### src/rtl/instruction_execute.sv
// instruction_execute: execute stage of the 3-bit processor.
// Drives the fetch pointer, executes the returned opcode/operand pair, updates
// A/B/C and emits values on a valid/ready stream.
// Optional feature macro: EXEC_ILLEGAL_TRAP_EN (combo operand 7 traps to ERROR).
module instruction_execute #(
    parameter int unsigned REG_W    = 32,
    parameter int unsigned PROG_LEN = 16
) (
    input  logic             i_clk,
    input  logic             i_rst,
    input  logic             i_start,
    input  logic [REG_W-1:0] i_init_a,
    input  logic [2:0]       i_opcode,
    input  logic [2:0]       i_operand,
    output logic [3:0]       o_instr_ptr,
    output logic             o_halt,
    output logic             o_out_valid,
    output logic [2:0]       o_out_data,
    input  logic             i_out_ready,
    output logic             o_busy,
    output logic             o_done,
    output logic [REG_W-1:0] o_reg_a,
    output logic [REG_W-1:0] o_reg_b,
    output logic [REG_W-1:0] o_reg_c
);

    localparam int unsigned      PTR_W     = 5;
    localparam logic [PTR_W-1:0] PTR_END   = PTR_W'(PROG_LEN);
    localparam logic [PTR_W-1:0] PTR_STEP  = PTR_W'(2);
    localparam logic [REG_W-1:0] SHIFT_LIM = REG_W'(REG_W);

    localparam logic [2:0] OP_ADV = 3'd0;
    localparam logic [2:0] OP_BXL = 3'd1;
    localparam logic [2:0] OP_BST = 3'd2;
    localparam logic [2:0] OP_JNZ = 3'd3;
    localparam logic [2:0] OP_BXC = 3'd4;
    localparam logic [2:0] OP_OUT = 3'd5;
    localparam logic [2:0] OP_BDV = 3'd6;

    typedef enum logic [2:0] {
        S_IDLE  = 3'd0,
        S_FETCH = 3'd1,
        S_EXEC  = 3'd2,
        S_OUT   = 3'd3,
`ifdef EXEC_ILLEGAL_TRAP_EN
        S_DONE  = 3'd4,
        S_ERROR = 3'd5
`else
        S_DONE  = 3'd4
`endif
    } state_t;

    state_t           r_state;
    state_t           w_state_nxt;
    logic [PTR_W-1:0] r_ptr;
    logic [PTR_W-1:0] w_ptr_nxt;
    logic [PTR_W-1:0] w_ptr_adv;
    logic [REG_W-1:0] r_a, r_b, r_c;
    logic [REG_W-1:0] w_a_nxt, w_b_nxt, w_c_nxt;
    logic [2:0]       r_out_data;
    logic [2:0]       w_out_data_nxt;
    logic             r_out_valid;
    logic             r_halt;
    logic             r_busy;
    logic             r_done;
    logic [REG_W-1:0] w_combo;
    logic [REG_W-1:0] w_shift_res;
    logic             w_trap;

    // Combo operand decode and the shared A >> combo shifter.
    always_comb begin
        w_combo = '0;
        case (i_operand)
            3'd4:    w_combo = r_a;
            3'd5:    w_combo = r_b;
            3'd6:    w_combo = r_c;
            3'd7:    w_combo = '0;
            default: w_combo = REG_W'(i_operand);
        endcase
        w_shift_res = (w_combo >= SHIFT_LIM) ? '0 : (r_a >> w_combo);
    end

    // Reserved combo operand detection on combo-consuming opcodes.
    always_comb begin
        w_trap = 1'b0;
`ifdef EXEC_ILLEGAL_TRAP_EN
        if (i_operand == 3'd7) begin
            w_trap = (i_opcode == OP_ADV) || (i_opcode == OP_BST) ||
                     (i_opcode == OP_OUT) || (i_opcode == OP_BDV) ||
                     (i_opcode == 3'd7);
        end
`endif
    end

    // Next-state and next-datapath logic.
    always_comb begin
        w_state_nxt    = r_state;
        w_ptr_nxt      = r_ptr;
        w_a_nxt        = r_a;
        w_b_nxt        = r_b;
        w_c_nxt        = r_c;
        w_out_data_nxt = r_out_data;
        w_ptr_adv      = r_ptr + PTR_STEP;

        case (r_state)
            S_FETCH: begin
                w_state_nxt = S_EXEC;
            end
            S_EXEC: begin
                if (w_trap) begin
`ifdef EXEC_ILLEGAL_TRAP_EN
                    w_state_nxt = S_ERROR;
`endif
                end else begin
                    w_ptr_nxt = w_ptr_adv;
                    case (i_opcode)
                        OP_ADV:  w_a_nxt = w_shift_res;
                        OP_BXL:  w_b_nxt = r_b ^ REG_W'(i_operand);
                        OP_BST:  w_b_nxt = REG_W'(w_combo[2:0]);
                        OP_JNZ: begin
                            if (r_a != '0) begin
                                w_ptr_nxt = PTR_W'(i_operand);
                            end
                        end
                        OP_BXC:  w_b_nxt = r_b ^ r_c;
                        OP_OUT: begin
                            // Pointer advances only once the value is accepted.
                            w_out_data_nxt = w_combo[2:0];
                            w_ptr_nxt      = r_ptr;
                        end
                        OP_BDV:  w_b_nxt = w_shift_res;
                        default: w_c_nxt = w_shift_res;
                    endcase
                    if (i_opcode == OP_OUT) begin
                        w_state_nxt = S_OUT;
                    end else if (w_ptr_nxt >= PTR_END) begin
                        w_state_nxt = S_DONE;
                    end else begin
                        w_state_nxt = S_FETCH;
                    end
                end
            end
            S_OUT: begin
                if (i_out_ready) begin
                    w_ptr_nxt   = w_ptr_adv;
                    w_state_nxt = (w_ptr_adv >= PTR_END) ? S_DONE : S_FETCH;
                end
            end
            default: begin
                // IDLE, DONE and ERROR accept a new run.
                if (i_start) begin
                    w_state_nxt = S_FETCH;
                    w_ptr_nxt   = '0;
                    w_a_nxt     = i_init_a;
                    w_b_nxt     = '0;
                    w_c_nxt     = '0;
                end
            end
        endcase
    end

    // State, datapath and output registers; flags decoded from next state.
    always_ff @(posedge i_clk) begin
        if (i_rst) begin
            r_state     <= S_IDLE;
            r_ptr       <= '0;
            r_a         <= '0;
            r_b         <= '0;
            r_c         <= '0;
            r_out_data  <= '0;
            r_out_valid <= 1'b0;
            r_halt      <= 1'b1;
            r_busy      <= 1'b0;
            r_done      <= 1'b0;
        end else begin
            r_state     <= w_state_nxt;
            r_ptr       <= w_ptr_nxt;
            r_a         <= w_a_nxt;
            r_b         <= w_b_nxt;
            r_c         <= w_c_nxt;
            r_out_data  <= w_out_data_nxt;
            r_out_valid <= (w_state_nxt == S_OUT);
            r_halt      <= (w_state_nxt != S_FETCH);
            r_busy      <= (w_state_nxt == S_FETCH) || (w_state_nxt == S_EXEC) ||
                           (w_state_nxt == S_OUT);
            r_done      <= (w_state_nxt == S_DONE);
        end
    end

    assign o_instr_ptr = r_ptr[3:0];
    assign o_halt      = r_halt;
    assign o_out_valid = r_out_valid;
    assign o_out_data  = r_out_data;
    assign o_busy      = r_busy;
    assign o_done      = r_done;
    assign o_reg_a     = r_a;
    assign o_reg_b     = r_b;
    assign o_reg_c     = r_c;

endmodule

### config.mk
export PLATFORM = sky130hd
export DESIGN_NAME = instruction_execute
export DESIGN_NICKNAME = d
export VERILOG_FILES = /design/src/rtl/instruction_execute.sv
export SDC_FILE = /design/constraint.sdc
export NUM_CORES = 1
export LEC_CHECK = 0
export CORE_MARGIN = 2
export CORE_UTILIZATION = 25
export CTS_BUF_LIST = sky130_fd_sc_hd__clkbuf_8
export DETAILED_ROUTE_END_ITERATION = 10
export HOLD_SLACK_MARGIN = 0.03
export PLACE_DENSITY_LB_ADDON = 0.05
export SLEW_MARGIN = 20
export SYNTH_ARGS = -nofsm -noshare
export SYNTH_HDL_FRONTEND = slang
export SYNTH_SLANG_ARGS = --single-unit
### constraint.sdc
create_clock -name i_clk -period 7.7 [get_ports i_clk]
set_input_delay 1.54 -clock i_clk [delete_from_list [all_inputs] [get_ports i_clk]]
set_output_delay 1.54 -clock i_clk [all_outputs]
set_load 0.005 [all_outputs]
# Word level (Yosys, flattened, before mapping)
# Cells that the tools add are included.
[totals]
regBits = 111
latchBits = 0
mem_bits_rw = 0
rom_bits = 0
in_bits = 42
output_inout_bits = 107
mem_count = 0
[op_classes]
n_addsub = 1
mul = 0
n_div = 0
n_lt_le_gt_ge = 3
eq_ne = 22
shifts = 1
n_mux = 22
bitwise = 4
n_reduce_logical = 13
[ops]
columns = ["operator", "count"]
rows = [
  ["32-bit case mux with 4 select lines", 2],
  ["32-bit case mux with 2 select lines", 3],
  ["32-bit two-way mux", 5],
  ["32-bit by 6-bit >= comparator with 1-bit output (second input constant)", 1],
  ["32-bit nonzero test", 1],
  ["32-bit by 32-bit right shift with 32-bit output", 1],
  ["32-bit by 3-bit XOR with 32-bit output", 1],
  ["32-bit XOR", 1],
  ["3-bit == test (second input constant)", 8],
  ["5-bit two-way mux", 4],
  ["3-bit by 2-bit == test with 1-bit output (second input constant)", 6],
  ["3-bit two-way mux", 5],
  ["5-bit case mux with 3 select lines", 1],
  ["3-bit AND reduction", 4],
  ["5-bit >= comparator (second input constant)", 2],
  ["5-bit case mux with 2 select lines", 1],
  ["3-bit by 1-bit == test with 1-bit output (second input constant)", 3],
  ["3-bit case mux with 3 select lines", 1],
  ["7-bit OR reduction", 1],
  ["5-bit by 2-bit adder with 5-bit output (second input constant)", 1],
  ["5-bit by 1-bit inequality test with 1-bit output (second input constant)", 1],
  ["2-bit inequality test (second input constant)", 2],
  ["3-bit logical NOT", 1],
  ["3-bit by 1-bit inequality test with 1-bit output (second input constant)", 1],
  ["other kinds (7)", 9],
]

# Depth between registers and ports, before layout
[logic_depth]
depth_word = 11
ltp_mapped = 12
ltp_nobuf = 8

# Worst setup path before layout
# No wires, ideal clock.
[synth_path]
path_kind = "input port to flip-flop"
from = "input i_operand[0]"
to = "register r_a[1] (netlist: o_reg_a[1])"
t_arrival_ns = 4.017
required_ns = 7.617
path_slack_ns = 3.600
path_stages = 11
path_buffers = 3
cell_sequence = "or4b_1 o41ai_2 a21oi_1 or4_1 buf_2 o31a_1 buf_6 buf_2 a221oi_1 a21oi_1 o221ai_1"
[synth_between]
elab_chain_len = 6
[synth_rtl]
columns = ["item", "line", "rtl"]
rows = [
  ["from (decl)", "14", "input logic [2:0] i_operand,"],
  ["3-bit == test", "73", "case (i_operand)"],
  ["32-bit case mux with 4 select lines (*)", "73", ""],
  ["32-bit by 6-bit >= comparator with 1-bit output / 32-bit by 32-bit right shift with 32-bit output (equally long branches)", "80", "w_shift_res = (w_combo >= SHIFT_LIM) ? '0 : (r_a >> w_combo);"],
  ["32-bit two-way mux (*)", "80", ""],
  ["32-bit two-way mux (*)", "116", "case (i_opcode)"],
  ["32-bit case mux with 2 select lines (*)", "105", "case (r_state)"],
  ["to (signal assigned)", "178", "r_a <= w_a_nxt;"],
  ["to (decl)", "58", "logic [REG_W-1:0] r_a, r_b, r_c;"],
]
# Mark *: on every way between the ends. The rest lies on a longest branch, timed or not. The select of a mux whose other input is x is not followed.
# A chain may end at the register's enable or synchronous reset.

# Worst setup path after layout
[layout_path]
from = "input i_operand[2]"
to = "register r_a[2] (netlist: o_reg_a[2])"
# Same word-level chain as after synthesis.

==> insert_results.sql <==
INSERT INTO impl_metrics (metric_group, metric, value, unit) VALUES
('status', 'outcome', 'finished, final reports clean', ''),
('global_routing', 'globalRouteMet2Util', '0.4149', ''),
('timing', 'worst_margin_pin_slew', '1103', 'ps'),
('cts', 'post_cts.repair.setup_buffers', '0', ''),
('timing', 'timing.final.crit_period', '5695', 'ps'),
('global_routing', 'gr-total-overflow', '0', ''),
('power_and_ir_drop', 'p_leak', '3.120', 'nW'),
('routing', 'ant_nets', '0', ''),
('place', 'placed_cell_area', '9607', 'um^2'),
('yosys', 'number_of_synthesized_flops_with_an_enable_pin', '0', ''),
('routing', 'wire_per_inst', '27.02', 'um'),
('place', 'gp_congestion', '0.9069', ''),
('floorplan', 'dieArea', '32410', 'um^2'),
('routing', 'drt_iter0_markers', '878', ''),
('power_and_ir_drop', 'ir_drop', '0.07185', 'mV'),
('critical_path', 'worst_r2r_endpoint', 'o_reg_a[24]$_SDFFE_PP0P_', ''),
('critical_path', 'crit_start_category', 'input pin', ''),
('cts', 'max-clock-path-buffers', '2', ''),
('timing', 'layout_worst_path_cycle_share', '0.7396', ''),
('cts', 'cts_htree_levels', '3', ''),
('critical_path', 'reg2reg_depth', '8', ''),
('yosys', 'netlist_instances', '1048', ''),
('place', 'dp_hpwl', '30.87', 'mm'),
('timing', 'setup_viol', '0', ''),
('timing', 'rsz0062_at_grt', 'false', ''),
('layout', 'fillers', '3306', ''),
('yosys', 'synthArstFlopShare', '0', ''),
('critical_path', 'critPathArrivalTime', '6010', 'ps'),
('global_routing', 'wire_length_of_the_first_global_routing_pass', '61.38', 'mm'),
('yosys', 'postSynthRegisterBits', '111', ''),
('timing', 'tns', '0', 'ps'),
('cts', 'cts_sinks', '111', ''),
('hold_path', 'hold-path-cell-count', '2', ''),
('layout', 'fin_nets', '1189', ''),
('critical_path', 'worst_path_max_delay_cell', 'sky130_fd_sc_hd__clkdlybuf4s50_1', ''),
('cts', 'cts.repair.resized', '0', ''),
('timing', 'fmax', '175.6', 'MHz'),
('critical_path', 'crit_end', 'o_reg_a[2]$_SDFFE_PP0P_', ''),
('routing', 'drtPass1Iterations', '5', ''),
('yosys', 'netlist-cell-type-count', '70', ''),
('yosys', 'synth_area', '7746', 'um^2'),
('power_and_ir_drop', 'powerDensity', '160.5', 'nW/um^2'),
('timing', 'worst_slew_margin_rel', '0.2648', ''),
('cts', 'cts-buffers-inserted', '9', ''),
('layout', 'antenna_cells_inserted', '0', ''),
('floorplan', 'initial_utilization', '0.2532', ''),
('global_routing', 'groute.layer.met1.usage', '0.3340', ''),
('layout', 'most_frequent_standard_cell_in_the_layout_excluding_fill_and_tap_cells', 'sky130_fd_sc_hd__clkdlybuf4s50_1', ''),
('floorplan', 'row_count', '64', ''),
('critical_path', 'worst_path_largest_cell_delay', '1000', 'ps'),
('yosys', 'ys_dominant_reg_cell', 'sky130_fd_sc_hd__dfxtp_1', ''),
('routing', 'post-route-drc-count', '0', ''),
('cts', 'tritoncts_clock_tree', 'done', ''),
('global_routing', 'grt-busiest-layer', 'met2', ''),
('hold_path', 'min_path_type', 'register to register', ''),
('place', 'port-buffer-count', '148', ''),
('cts', 'cts.reportedPaths.clkPinSlew', '120', 'ps'),
('routing', 'num_vias', '9328', ''),
('floorplan', 'fp.dieW', '180.0', 'um'),
('layout', 'layout-drive-gt1-share', '0.06696', ''),
('critical_path', 'critical_path_class', 'input pin to register', ''),
('yosys', 'post_synth.cell_area_avg', '7.391', 'um^2'),
('layout', 'layout_common_cells', 'sky130_fd_sc_hd__clkdlybuf4s50_1 (147), sky130_fd_sc_hd__dfxtp_1 (111), sky130_fd_sc_hd__a21oi_1 (108), sky130_fd_sc_hd__o21ai_0 (85), sky130_fd_sc_hd__nand3_1 (82)', ''),
('critical_path', 'required', '8020', 'ps'),
('timing', 'hold_viol', '0', ''),
('critical_path', 'r2r-start', 'o_reg_a[17]$_SDFFE_PP0P_', ''),
('layout', 'utilization', '0.3208', ''),
('critical_path', 'critical_path.cell_chain', 'clkdlybuf4s50_1, nor2b_1, buf_4, nand2_1, nand2_1, mux2i_1, mux2i_1, o221ai_1, a2111oi_0, nor4_1', ''),
('critical_path', 'cp_endpoint_kind', 'register', ''),
('yosys', 'synthesized_nets', '1091', ''),
('cts', 'worstSkewPairLatency', '410', 'ps');
-- cell usage after synthesis, drive strengths merged (28+ instances only) --
cell type / count / area, um^2
dfxtp: 111 / 2222
a21oi: 110 / 554.3
o21ai: 90 / 450.4
nand3: 82 / 410.4
nand2: 78 / 292.8
clkbuf: 72 / 270.3
nor2: 65 / 251.5
nor3: 35 / 185.2
inv: 33 / 123.9
a211oi: 32 / 245.2
mux2i: 32 / 320.3
nor4: 28 / 190.2
-- critical path: cells and delay by family --
kind                   cells  cell delay (ps)
AO/OA/AOI/OAI              2             1220
buffers and inverters      2             1240
multiplexers               2              690
AND/OR/NAND/NOR            4             1300
-- layout make-up --
class | count | area (um^2) | share of cell area
multi-input cells | 813 | 5069 | 0.5164
repair buffers | 178 | 1702 | 0.1734
well taps | 396 | 495.5 | 0.05048
clock inverters | 6 | 78.83 | 0.008032
flip-flops and latches | 111 | 2222 | 0.2264
inverters | 33 | 123.9 | 0.01262
clock buffers | 9 | 123.9 | 0.01262
-- power breakdown --
group / switching, mW / internal (mW)
Combinational: 0.339 / 0.181
Sequential: 0.0599 / 0.599
Clock: 0.241 / 0.156
-- metrics by stage --
step                hold slack [ps]  instances  setup WS [ps]  power, mW
finish                        510.4       1546           2005      1.575
global route                  526.9       1546           1797      1.644
CTS                           514.6       1546           2091      1.584
detailed placement            484.5       1531           1692      1.183
global placement              493.6       1531           1598      1.191
floorplan                     455.0       1048           3600     0.9232
-- routing by layer --
layer	wire length [um]	up-vias
li1	-	4240
met1	18610	4665
met2	19600	368
met3	2429	55
met4	1126	0
met5	0	-
-- sequential cells by signal, summed over array words and instances, names as in the netlist --
signal and count:
r_state 3, o_reg_a 32, o_out_data 3, o_reg_c 32
o_done 1, r_ptr 5, o_halt 1, o_busy 1
o_reg_b 32, o_out_valid 1
-- cell families after synthesis --
group / count (synthesis) / share of synthesized area
AO/OA/AOI/OAI: 400 / 0.3426
AND/OR/NAND/NOR: 366 / 0.2415
buffers and inverters: 124 / 0.06445
flip-flops: 111 / 0.2869
multiplexers: 41 / 0.05734
XOR/XNOR: 5 / 0.005654
adder cells (fa/ha/maj): 1 / 0.001615
-- worst min-delay path by stage --
| stage | from | endpoint | slack [ps] |
|---|---|---|---|
| after global placement | o_reg_c[18]$_SDFFE_PP0P_ | o_reg_c[18]$_SDFFE_PP0P_ | 490 |
| after floorplan | r_ptr[0]$_SDFFE_PP0P_ | r_ptr[0]$_SDFFE_PP0P_ | 450 |
| final | o_out_data[0]$_SDFFE_PP0P_ | o_out_data[0]$_SDFFE_PP0P_ | 510 |
| after CTS | o_out_data[0]$_SDFFE_PP0P_ | o_out_data[0]$_SDFFE_PP0P_ | 510 |
| after global routing | o_out_data[0]$_SDFFE_PP0P_ | o_out_data[0]$_SDFFE_PP0P_ | 530 |
| after detailed placement | r_ptr[0]$_SDFFE_PP0P_ | r_ptr[0]$_SDFFE_PP0P_ | 480 |
No activity file was read; power rests on OpenSTA's default activity.
